[config.mk]
export PLATFORM = sky130hd
export DESIGN_NAME = qpmm_seq_flat
export DESIGN_NICKNAME = d
export VERILOG_FILES = /design/src/rtl/qpmm_pkg.sv /design/src/rtl/qpmm_seq_if.sv /design/src/rtl/qpmm_track.sv /design/src/rtl/qpmm_seq.sv /design/src/flat_wrapper.sv
export SDC_FILE = /design/constraint.sdc
export NUM_CORES = 1
export LEC_CHECK = 0
export CAP_MARGIN = 10
export CORE_AREA = 4 4 654 656
export DETAILED_ROUTE_END_ITERATION = 8
export DIE_AREA = 0 0 658 660
export PLACE_DENSITY = 0.33
export SETUP_SLACK_MARGIN = 0.3
export SLEW_MARGIN = 20
export SYNTH_ARGS = -nofsm -noshare
export SYNTH_HDL_FRONTEND = slang
export SYNTH_SLANG_ARGS = --single-unit
[constraint.sdc]
create_clock -name clk -period 3.4 [get_ports clk]
set_clock_uncertainty 0.15 [all_clocks]
set_input_delay 0.51 -clock clk [delete_from_list [all_inputs] [get_ports clk]]
set_output_delay 0.51 -clock clk [all_outputs]
set_load 0.005 [all_outputs]
[src/rtl/qpmm_pkg.sv]
// qpmm_pkg: shared widths, latencies and record types for the QPMM command sequencer
package qpmm_pkg;
    localparam int WORD_W  = 272;
    localparam int ADDR_W  = 8;
    localparam int RD_LAT  = 2;
    localparam int MUL_LAT = 34;
    localparam int LAT     = RD_LAT + 1 + MUL_LAT;
    localparam int CNT_W   = 16;
    typedef logic [WORD_W-1:0] word_t;
    typedef logic [ADDR_W-1:0] addr_t;
    typedef struct packed {addr_t src_a, src_b, dst;} cmd_t;
    typedef struct packed {logic v; addr_t dst;} trk_t;
endpackage

[src/rtl/qpmm_seq_if.sv]
// qpmm_seq_if: command handshake carrying one (src_a, src_b, dst) triple
interface qpmm_seq_if;
    import qpmm_pkg::*;
    logic  valid;
    logic  ready;
    addr_t src_a;
    addr_t src_b;
    addr_t dst;
    modport master(output valid, src_a, src_b, dst, input ready);
    modport slave(input valid, src_a, src_b, dst, output ready);
endinterface

[src/rtl/qpmm_track.sv]
// qpmm_track: LAT-deep in-flight destination tracker with read-after-write hazard lookup
module qpmm_track
    import qpmm_pkg::*;
(
    input  logic  clk,
    input  logic  rst,
    input  logic  push,
    input  addr_t push_dst,
    input  addr_t q_a,
    input  addr_t q_b,
    output logic  hazard,
    output trk_t  tail,
    output logic  busy
);
    trk_t trk [LAT];
    always_ff @(posedge clk) begin
        if (rst) begin
            for (int i = 0; i < LAT; i++) trk[i] <= '0;
        end else begin
            trk[0] <= '{v: push, dst: push_dst};
            for (int i = 1; i < LAT; i++) trk[i] <= trk[i-1];
        end
    end
    always_comb begin
        hazard = 1'b0;
        busy   = 1'b0;
        for (int i = 0; i < LAT; i++) begin
            hazard = hazard | (trk[i].v && (trk[i].dst == q_a || trk[i].dst == q_b));
            busy   = busy | trk[i].v;
        end
    end
    assign tail = trk[LAT-1];
endmodule

[src/rtl/qpmm_seq.sv]
// qpmm_seq: issues operand reads, feeds the Montgomery multiplier and retires results in order
module qpmm_seq
    import qpmm_pkg::*;
(
    input  logic             clk,
    input  logic             rst,
    qpmm_seq_if.slave        cmd,
    output addr_t            rd_addr_a,
    output addr_t            rd_addr_b,
    input  word_t            rd_data_a,
    input  word_t            rd_data_b,
    output word_t            mul_a,
    output word_t            mul_b,
    input  word_t            mul_z,
    output logic             wr_en,
    output addr_t            wr_addr,
    output word_t            wr_data,
    output logic             busy,
    output logic [CNT_W-1:0] done_cnt
);
    logic  hazard;
    logic  trk_busy;
    logic  accept;
    trk_t  tail;
    assign cmd.ready = !rst && !hazard;
    assign accept    = cmd.valid && cmd.ready;
    qpmm_track u_track (
        .clk      (clk),
        .rst      (rst),
        .push     (accept),
        .push_dst (cmd.dst),
        .q_a      (cmd.src_a),
        .q_b      (cmd.src_b),
        .hazard   (hazard),
        .tail     (tail),
        .busy     (trk_busy)
    );
    // The tail leaves the tracker into the write stage, so the destination being written no longer stalls readers
    always_ff @(posedge clk) begin
        if (rst) begin
            rd_addr_a <= '0;
            rd_addr_b <= '0;
            mul_a     <= '0;
            mul_b     <= '0;
            wr_en     <= 1'b0;
            wr_addr   <= '0;
            done_cnt  <= '0;
        end else begin
            if (accept) begin
                rd_addr_a <= cmd.src_a;
                rd_addr_b <= cmd.src_b;
            end
            mul_a    <= rd_data_a;
            mul_b    <= rd_data_b;
            wr_en    <= tail.v;
            wr_addr  <= tail.dst;
            done_cnt <= wr_en ? done_cnt + 1'b1 : done_cnt;
        end
    end
    assign wr_data = mul_z;
    assign busy    = trk_busy || wr_en;
endmodule

[src/flat_wrapper.sv]
// flat-port wrapper written by rule: the top's interface ports become plain ports
module qpmm_seq_flat import qpmm_pkg::*;
  (clk, rst, rd_addr_a, rd_addr_b, rd_data_a, rd_data_b, mul_a, mul_b, mul_z, wr_en, wr_addr, wr_data, busy, done_cnt, cmd_valid, cmd_src_a, cmd_src_b, cmd_dst, cmd_ready);
  qpmm_seq_if cmd_i ();
  input  logic clk;
  input  logic rst;
  output addr_t rd_addr_a;
  output addr_t rd_addr_b;
  input  word_t rd_data_a;
  input  word_t rd_data_b;
  output word_t mul_a;
  output word_t mul_b;
  input  word_t mul_z;
  output logic wr_en;
  output addr_t wr_addr;
  output word_t wr_data;
  output logic busy;
  output logic [CNT_W-1:0] done_cnt;
  input wire logic [$bits(cmd_i.valid)-1:0] cmd_valid;
  input wire logic [$bits(cmd_i.src_a)-1:0] cmd_src_a;
  input wire logic [$bits(cmd_i.src_b)-1:0] cmd_src_b;
  input wire logic [$bits(cmd_i.dst)-1:0] cmd_dst;
  output wire logic [$bits(cmd_i.ready)-1:0] cmd_ready;
  assign cmd_i.valid = cmd_valid;
  assign cmd_i.src_a = cmd_src_a;
  assign cmd_i.src_b = cmd_src_b;
  assign cmd_i.dst = cmd_dst;
  assign cmd_ready = cmd_i.ready;
  qpmm_seq u_core (.clk(clk), .rst(rst), .cmd(cmd_i), .rd_addr_a(rd_addr_a), .rd_addr_b(rd_addr_b), .rd_data_a(rd_data_a), .rd_data_b(rd_data_b), .mul_a(mul_a), .mul_b(mul_b), .mul_z(mul_z), .wr_en(wr_en), .wr_addr(wr_addr), .wr_data(wr_data), .busy(busy), .done_cnt(done_cnt));
endmodule
-- Word level (Yosys, flattened, before mapping)
Memories as Yosys holds them, arrays and structs flattened.
Index checks and enable logic that the tools add are counted.
- flip-flop bits (word level): 585
- latch bits: 0
- RAM bits: 333
- bits in read-only memories: 0
- input port bits: 843
- output and inout port bits: 859
- word-level logic and storage cells: 311
- memories: 1
- add/sub/neg operators: 1
- $mul: 0
- divide/modulo/power cells: 0
- order comparisons: 0
- equal/unequal tests: 74
- shift operators: 0
- muxes and demuxes: 40
- bitwise logic cells: 109
- reduce and logical (&&, ||, !) cells: 79
- memory list (name ; depth ; width ; read ports ; clocked after memory_dff ; write ports ; line ; source):
    u_core.u_track.trk ; 37 ; 9 ; 37 ; 0 ; 37 ; qpmm_track.sv:15 ; trk_t trk [LAT];
- operators with widths (cell ; count):
    equality test 8 bit ; 74
    two-way mux 9 bit ; 37
    bitwise OR 1 bit ; 109
    logical AND 1 bit ; 39
    logical OR 1 bit ; 38
    adder 16 x 1 -> 16 bit, second input constant ; 1
    two-way mux 1 bit ; 3
    zero test 1 bit ; 2

-- Logic depth before layout (Yosys ltp)
Gate-level depths: netlist of run 1.
- depth after elaboration: 43
- gate-level depth with buffers: 12

-- By module
From an unflattened synthesis of run 1, not the netlist that was laid out.
- cells, all modules: 3183
- area total of the unflattened synthesis: 34350.4 µm²
- by module, submodules not included (module ; instances ; cells each ; area an instance (µm²) ; sequential area each (µm²)):
    qpmm_seq ; 1 ; 1592 ; 18154.9 ; 11711.2
    qpmm_track ; 1 ; 1591 ; 16195.5 ; 6666.4

-- Worst setup path before layout of run 1
Ideal clock, no wire load.
- kind: in2out
- start point: input port cmd_src_b[7]
- end point: output port cmd_ready
- arrival: 1984 ps
- slack: 756 ps
- stages: 9
- path buffers: 2
- path through: buf_4 > buf_6 > xnor2_1 > nand4_1 > o22ai_1 > a22oi_1 > nand4_1 > nor3_2 > and3_1
- longest elaborated chain between the ends: 41
- elaborated cells on any way between the ends: 149
- ends and longest elaborated chain (what ; line ; source):
    from (decl) ; flat_wrapper.sv:21 ; input wire logic [$bits(cmd_i.src_b)-1:0] cmd_src_b;
    equality test 8 bit ; qpmm_track.sv:28 ; hazard = hazard | (trk[i].v && (trk[i].dst == q_a || trk[i].dst == q_b));
    logical OR 1 bit ; qpmm_track.sv:28 ;
    logical AND 1 bit ; qpmm_track.sv:28 ;
    bitwise OR 1 bit (35 in series) ; qpmm_track.sv:28 ;
    bitwise OR 1 bit (*) ; qpmm_track.sv:28 ;
    zero test 1 bit (*) ; qpmm_seq.sv:25 ; assign cmd.ready = !rst && !hazard;
    logical AND 1 bit (*) ; qpmm_seq.sv:25 ;
    to (decl) ; flat_wrapper.sv:23 ; output wire logic [$bits(cmd_i.ready)-1:0] cmd_ready;
Mark *: on every way between the ends. The rest lies on a longest branch, timed or not.

==> results.cfg, run 1 <==
[outcome]
outcome = finished with violations
violations = setup timing

[critical_path]
arrival_ns = 2.79
crit_top_cell = nand4_1
path_cells = xnor2_1 -> nand4_1 -> o22ai_1 -> a22oi_1 -> buf_4 -> nand4_1 -> nor3_2 -> and3_4 -> buf_12
cp_slowest_stage_delay_ns = 0.40
cp-start-kind = flip-flop
crit_path_top_delay_cell = dfxtp_1
cp-end-kind = output pin
cp.buffers_inverters = 2
crit_family = simple AND/OR/NAND/NOR gates
required_ns = 2.74
critical_path_class = reg -> out
crit_path_max_fanout = 3

[final_layout]
final_util = 0.137
syn2layout_area_growth_pct = 69.1
multiInputGateArea_um2 = 12800
regArea_um2 = 18400
nFillCells = 47800
drive_gt1_frac = 0.108
nets = 5103

[grt]
grt_pass1_vias = 28900
grt_pass1_wl_mm = 399
grt_max_degree = 230
grt_util_all_layers = 0.147
overflow = 0
antenna_found_initial = 181

[power_and_ir_drop]
vdd_drop_max_v = 0.000334
seqPwrFrac = 0.368
comb_power_share = 0.124
switching_share = 0.278
power.switching_mw = 8.61
power_mw = 30.9
powerDensity_nw_per_um2 = 536
p_leak_nw = 18.9
p_int_mw = 22.3
clkPwrFrac = 0.508

[logic_synthesis]
synth_area_um2 = 34100
yosys_warnings = 0
synth-seq-cells = 918
yosysSeqAreaShare = 0.539
syn_nets = 4014
syn_inst = 3170
synth.avg_cell_area_um2 = 10.8
synth_cell_type_count = 25

[min_path]
hp-class = in -> reg

[die]
fp-row-count = 239
core_area_um2 = 422000
die_w_um = 658
io_pins = 1702
die-area_um2 = 434000
chipHeight_um = 660
initial_utilization = 0.0808

[route]
dr.pass1.iters = 5
first_iter_violations = 1469
drt-total-wl_mm = 331
wl_per_cell_um = 32.9
num_vias = 27400
drcViolationCount = 0
ant_nets = 0
vias_per_cell = 2.72

[placement]
dp_slack_ns = -0.133
port_buffers = 1157
place_hpwl_mm = 289
gp_congestion = 1.02

[sta]
post-route-min-period_ns = 3.45
setup_slack_ns = -0.0470
rsz0062_at_grt = yes
slew_headroom = 0.256
worstMarginPinSlew_ns = 1.11
slew_viol_final = 0
hold_violations = 0
post-route-period-util = 1.01
setup_violations = 1
max_freq_ghz = 0.290

[clock_tree]
cts_htree_levels = 4
cts_root_buffer = clkbuf_16
post_cts_buffers = 0
cts.clk_slew.worst_paths_ns = 0.06
clk_latency_ns = 0.85
clock_sinks = 918
cts_tree = yes
clock_path_buffers = 4
cts_buffers = 142

[run]
cap_violations = 0
## synthesized netlist by cell type, drive strengths merged
library cell | instances | area, µm²
a21oi | 17 | 85.1
a22oi | 18 | 135
and3 | 5 | 31.3
and4 | 5 | 43.8
buf | 341 | 2610
clkbuf | 105 | 394
dfxtp | 918 | 18400
ha | 1 | 12.5
mux2i | 1 | 10.0
nand2 | 6 | 22.5
nand3 | 24 | 120
nand4 | 154 | 963
nor2 | 19 | 71.3
nor2b | 885 | 5540
nor3 | 1 | 10.0
nor4 | 9 | 56.3
o21ai | 16 | 80.1
o22ai | 37 | 231
or3 | 1 | 6.26
xnor2 | 594 | 5200
xor2 | 13 | 114
## power by group through the flow
| stage | registers, mW | logic, mW | clock network, mW |
|---|---|---|---|
| finish | 11.4 | 3.83 | 15.7 |
| global route | 11.4 | 4.02 | 16.8 |
| CTS | 11.4 | 3.98 | 16.6 |
| detailed placement | 11.6 | 3.86 | 0 |
| global placement | 11.6 | 3.89 | 0 |
| floorplan | 11.5 | 1.19 | 0 |
## per-layer routing
| metal | GRT usage | up-vias | share of wire | routed length (µm) |
|---|---|---|---|---|
| met2 | 0.239 | 1552 | 0.46 | 153000 |
| met5 | 0.000877 | - | 0.00063 | 210 |
| met1 | 0.179 | 13300 | 0.42 | 139000 |
| li1 | - | 12000 | - | - |
| met3 | 0.0515 | 488 | 0.084 | 27800 |
| met4 | 0.0458 | 28 | 0.036 | 11900 |
## cells in the final DEF (no fill, tap or decap), drive strengths merged
| cell type | Yosys | layout |
|---|---|---|
| clkdlybuf4s50 | 0 | 1138 |
| dfxtp | 918 | 918 |
| nor2b | 885 | 885 |
| xnor2 | 594 | 594 |
| clkbuf | 105 | 185 |
| buf | 341 | 168 |
| nand4 | 154 | 154 |
| dlygate4sd3 | 0 | 84 |
| diode | 0 | 51 |
| o22ai | 37 | 37 |
| clkinv | 0 | 37 |
| nand3 | 24 | 24 |
| nor2 | 19 | 19 |
| a22oi | 18 | 18 |
| a21oi | 17 | 17 |
| o21ai | 16 | 16 |
| xor2 | 13 | 13 |
| bufinv | 0 | 13 |
| clkinvlp | 0 | 11 |
| nor4 | 9 | 9 |
| inv | 0 | 8 |
| nand2 | 6 | 6 |
| and4 | 5 | 5 |
| and3 | 5 | 5 |
| nor3 | 1 | 1 |
| or3 | 1 | 1 |
| mux2i | 1 | 1 |
| ha | 1 | 1 |
| dlygate4sd2 | 0 | 1 |
## path summary, 6_finish.rpt
check | startpoint | slack [ns] | endpoint | cells past startpoint
hold reg to reg | u_core.rd_addr_a[7]$_SDFFE_PP0P_ | 0.33 | u_core.rd_addr_a[7]$_SDFFE_PP0P_ | 2
hold / removal | rd_data_a[98] | 0.11 | u_core.mul_a[98]$_SDFF_PP0_ | 2
setup / recovery | u_core.u_track.trk[26][6]$_SDFF_PP0_ | -0.05 | cmd_ready | 9
setup reg to reg | u_core.u_track.trk[0][7]$_SDFF_PP0_ | 0.92 | u_core.rd_addr_b[6]$_SDFFE_PP0P_ | 10
## layout make-up
class,instances,share of cell area
Tap cell,5663,0.123
Clock buffer,185,0.0691
Multi-Input combinational cell,1806,0.223
Timing Repair Buffer,1391,0.249
Clock inverter,69,0.0148
Sequential cell,918,0.320
Antenna cell,51,0.00221
## cells by family (layout without fill, tap and decap cells)
family                   count (synthesis)  after routing  synth area share
flip-flops                             918            918             0.539
adder cells (fa/ha/maj)                  1              1          0.000367
AO/OA/AOI/OAI                           88             88            0.0156
XOR/XNOR                               607            607             0.156
other                                    0             51                 0
multiplexers                             1              1          0.000293
buffers and inverters                  446           1645            0.0882
AND/OR/NAND/NOR                       1109           1109             0.201
## registers in the layout, summed over array words and instances, names as in the netlist
signal and flops:
u_core.mul_b 272, u_core.u_track.trk 333, u_core.mul_a 272, u_core.rd_addr_a 8
u_core.rd_addr_b 8, u_core.done_cnt 16, u_core.wr_en 1, u_core.wr_addr 8
## repair_timing
item / in CTS / in global routing
hold buffers: 84 / 0
gates resized for setup: 50 / 19
pin swaps: 4 / 7
setup endpoints to repair: 2 / 1
endpoints found under the hold margin: 84 / 0
## through the flow
stage               std cells  area (µm²)  TNS [ns]  hold slack, ns
floorplan                3170       34100         0           0.310
global placement         9693       51700    -0.173           0.323
detailed placement       9693       51700    -0.133           0.319
CTS                     10000       57500    -0.174        0.000328
global route            10000       57600    -0.179          0.0433
finish                  10100       57700   -0.0470           0.108
(Power assumes the default switching activity.)
==> run 2, diff against run 1 <==
CORE_AREA = 4 4 660 662   (was 4 4 654 656)
CTS_CLUSTER_SIZE = 25   (was unset)
DIE_AREA = 0 0 664 666   (was 0 0 658 660)
PLACE_DENSITY = 0.34   (was 0.33)
clock period = 3 ns   (was 3.4 ns; I/O delays follow)
==> run 2 against run 1 <==
  * The run still ends with setup timing left
  * Total power increased by 11%
  * Global-route usage decreased by 0.83 points
  * Worst setup slack got worse by 0.24 ns
  * Critical endpoint unchanged
  * Largest cell class unchanged
==> results.cfg, run 2 (synthesis gave the netlist of run 1 again) <==
[sta]
max_freq_ghz = 0.304
setup_violations = 1
slew_viol_final = 0
slew_headroom = 0.331
setup_slack_ns = -0.290
rsz0062_at_grt = yes
hold_violations = 0
hold_ws_ns = 0.0815
worstMarginPinSlew_ns = 1.00
post-route-min-period_ns = 3.29
post-route-period-util = 1.10

[grt]
grt_util_all_layers = 0.138
antenna_found_initial = 167
grt_max_degree = 172
grt_pass1_wl_mm = 389
grt_pass1_vias = 30200
overflow = 0

[final_layout]
largest_register_ffs = 333
nets = 5363
final_cell_mix = clkdlybuf4s50_1, nor2b_1, dfxtp_1
regArea_um2 = 18400
largest_registers = u_core.u_track.trk x333, u_core.mul_a x272, u_core.mul_b x272
multiInputGateArea_um2 = 13000
nFillCells = 48600
mostFrequentLayoutCell = clkdlybuf4s50_1
syn2layout_area_growth_pct = 75.3
regMostFlops = u_core.u_track.trk
final_cell_area_um2 = 59800
drive_gt1_frac = 0.124

[route]
wl_per_cell_um = 30.3
drcViolationCount = 0
drt-total-wl_mm = 317
ant_nets = 0
num_vias = 28200
vias_per_cell = 2.70
dr.pass1.iters = 8
first_iter_violations = 1553

[clock_tree]
cts.clk_slew.worst_paths_ns = 0.06
clock_path_buffers = 4
clock_sinks = 918
cts_htree_levels = 4
cts_tree = yes
cts_buffers = 142
cts_root_buffer = clkbuf_16
clk_latency_ns = 0.80

[critical_path]
required_ns = 2.40
crit_path_max_fanout = 3
crit_start = u_core.u_track.trk[11][3]$_SDFF_PP0_
critical_path_class = reg -> out
timing.rr.start = u_core.u_track.trk[32][4]$_SDFF_PP0_
rr_worst_depth = 10
reg2reg_slack_ns = 0.58
cp-start-kind = flip-flop
cp-end-kind = output pin
reg2reg_to = u_core.rd_addr_a[4]$_SDFFE_PP0P_
arrival_ns = 2.69

[min_path]
hp-class = in -> reg
hold_end = u_core.mul_b[146]$_SDFF_PP0_
whs_path_depth = 3
min-delay-start = rst

[power_and_ir_drop]
p_leak_nw = 20.1
vdd_drop_max_v = 0.000349
powerDensity_nw_per_um2 = 575

[placement]
place_hpwl_mm = 276
port_buffers = 1157
gp_congestion = 1.01
placedInstanceArea_um2 = 52100

[die]
chipHeight_um = 666
die_w_um = 664
die-area_um2 = 442000
initial_utilization = 0.0794
core_area_um2 = 430000
io_pins = 1702
fp-row-count = 241

[outcome]
outcome = finished with violations
violations = setup timing

[run]
cap_violations = 0
[run 2: changes by cell type in the layout (fill, tap and decap cells not counted), moves of 8 or more]
cell	change
buf_12	-25
buf_4	+118
clkbuf_1	+11
clkdlybuf4s50_1	-92
diode_2	+87
dlygate4sd2_1	+87
dlygate4sd3_1	+172
nor2b_1	-11
nor2b_2	+11
o22ai_1	-8
[run 2: worst max path at each step]
stage                end  depth (start not counted)
2_1_floorplan  cmd_ready                          9
3_3_place_gp   cmd_ready                         11
3_5_place_dp   cmd_ready                         11
4_1_cts        cmd_ready                          9
5_1_grt        cmd_ready                          9
6_report       cmd_ready                          8
[run 2: layout make-up]
class / instances / share of cell area
Antenna cell: 138 / 0.00578
Clock buffer: 198 / 0.0682
Clock inverter: 46 / 0.00904
Multi-Input combinational cell: 1806 / 0.217
Sequential cell: 918 / 0.308
Tap cell: 5710 / 0.119
Timing Repair Buffer: 1651 / 0.272
[run 2: worst max-delay path, stage by stage, from the launching register on]
cell	delay [ns]
dfxtp_1	0.45
xnor2_1	0.21
nand4_1	0.13
o22ai_1	0.26
buf_4	0.17
a22oi_1	0.06
and4_1	0.24
and3_4	0.21
buf_12	0.14
[run 2: timing repair]
action                     CTS  global route
buffers inserted             2             1
setup endpoints to repair   97            18
pin swaps                   12             9
hold buffers               256             0
cloned                       0             0
resized for setup          154            31
hold endpoints to repair   256             0
[run 2: metrics by stage]
step	utilization	setup slack, ns	power [mW]	setup TNS, ns	std cells
2_1_floorplan	-	0.476	14.4	0	3170
5_1_grt	0.139	-0.451	35.9	-0.451	10400
4_1_cts	0.138	-0.433	35.5	-0.433	10300
6_report	0.139	-0.290	34.4	-0.290	10500
3_5_place_dp	0.121	-0.360	17.5	-4.67	9826
3_3_place_gp	0.121	-0.418	17.6	-5.95	9826
[run 2: routing by layer]
| layer | GRT usage | up-vias | wire, µm |
|---|---|---|---|
| li1 | - | 12600 | - |
| met1 | 0.168 | 13700 | 131000 |
| met2 | 0.219 | 1420 | 142000 |
| met3 | 0.0538 | 446 | 30300 |
| met4 | 0.0529 | 32 | 13800 |
| met5 | 0.000109 | - | 266 |
[run 2: power by group]
group / leakage [nW] / internal [mW] / switching [mW]
clock network: 2.26 / 10.2 / 6.78
registers: 7.58 / 12.6 / 0.305
logic: 10.3 / 2.22 / 2.30
total: 20.1 / 25.0 / 9.38
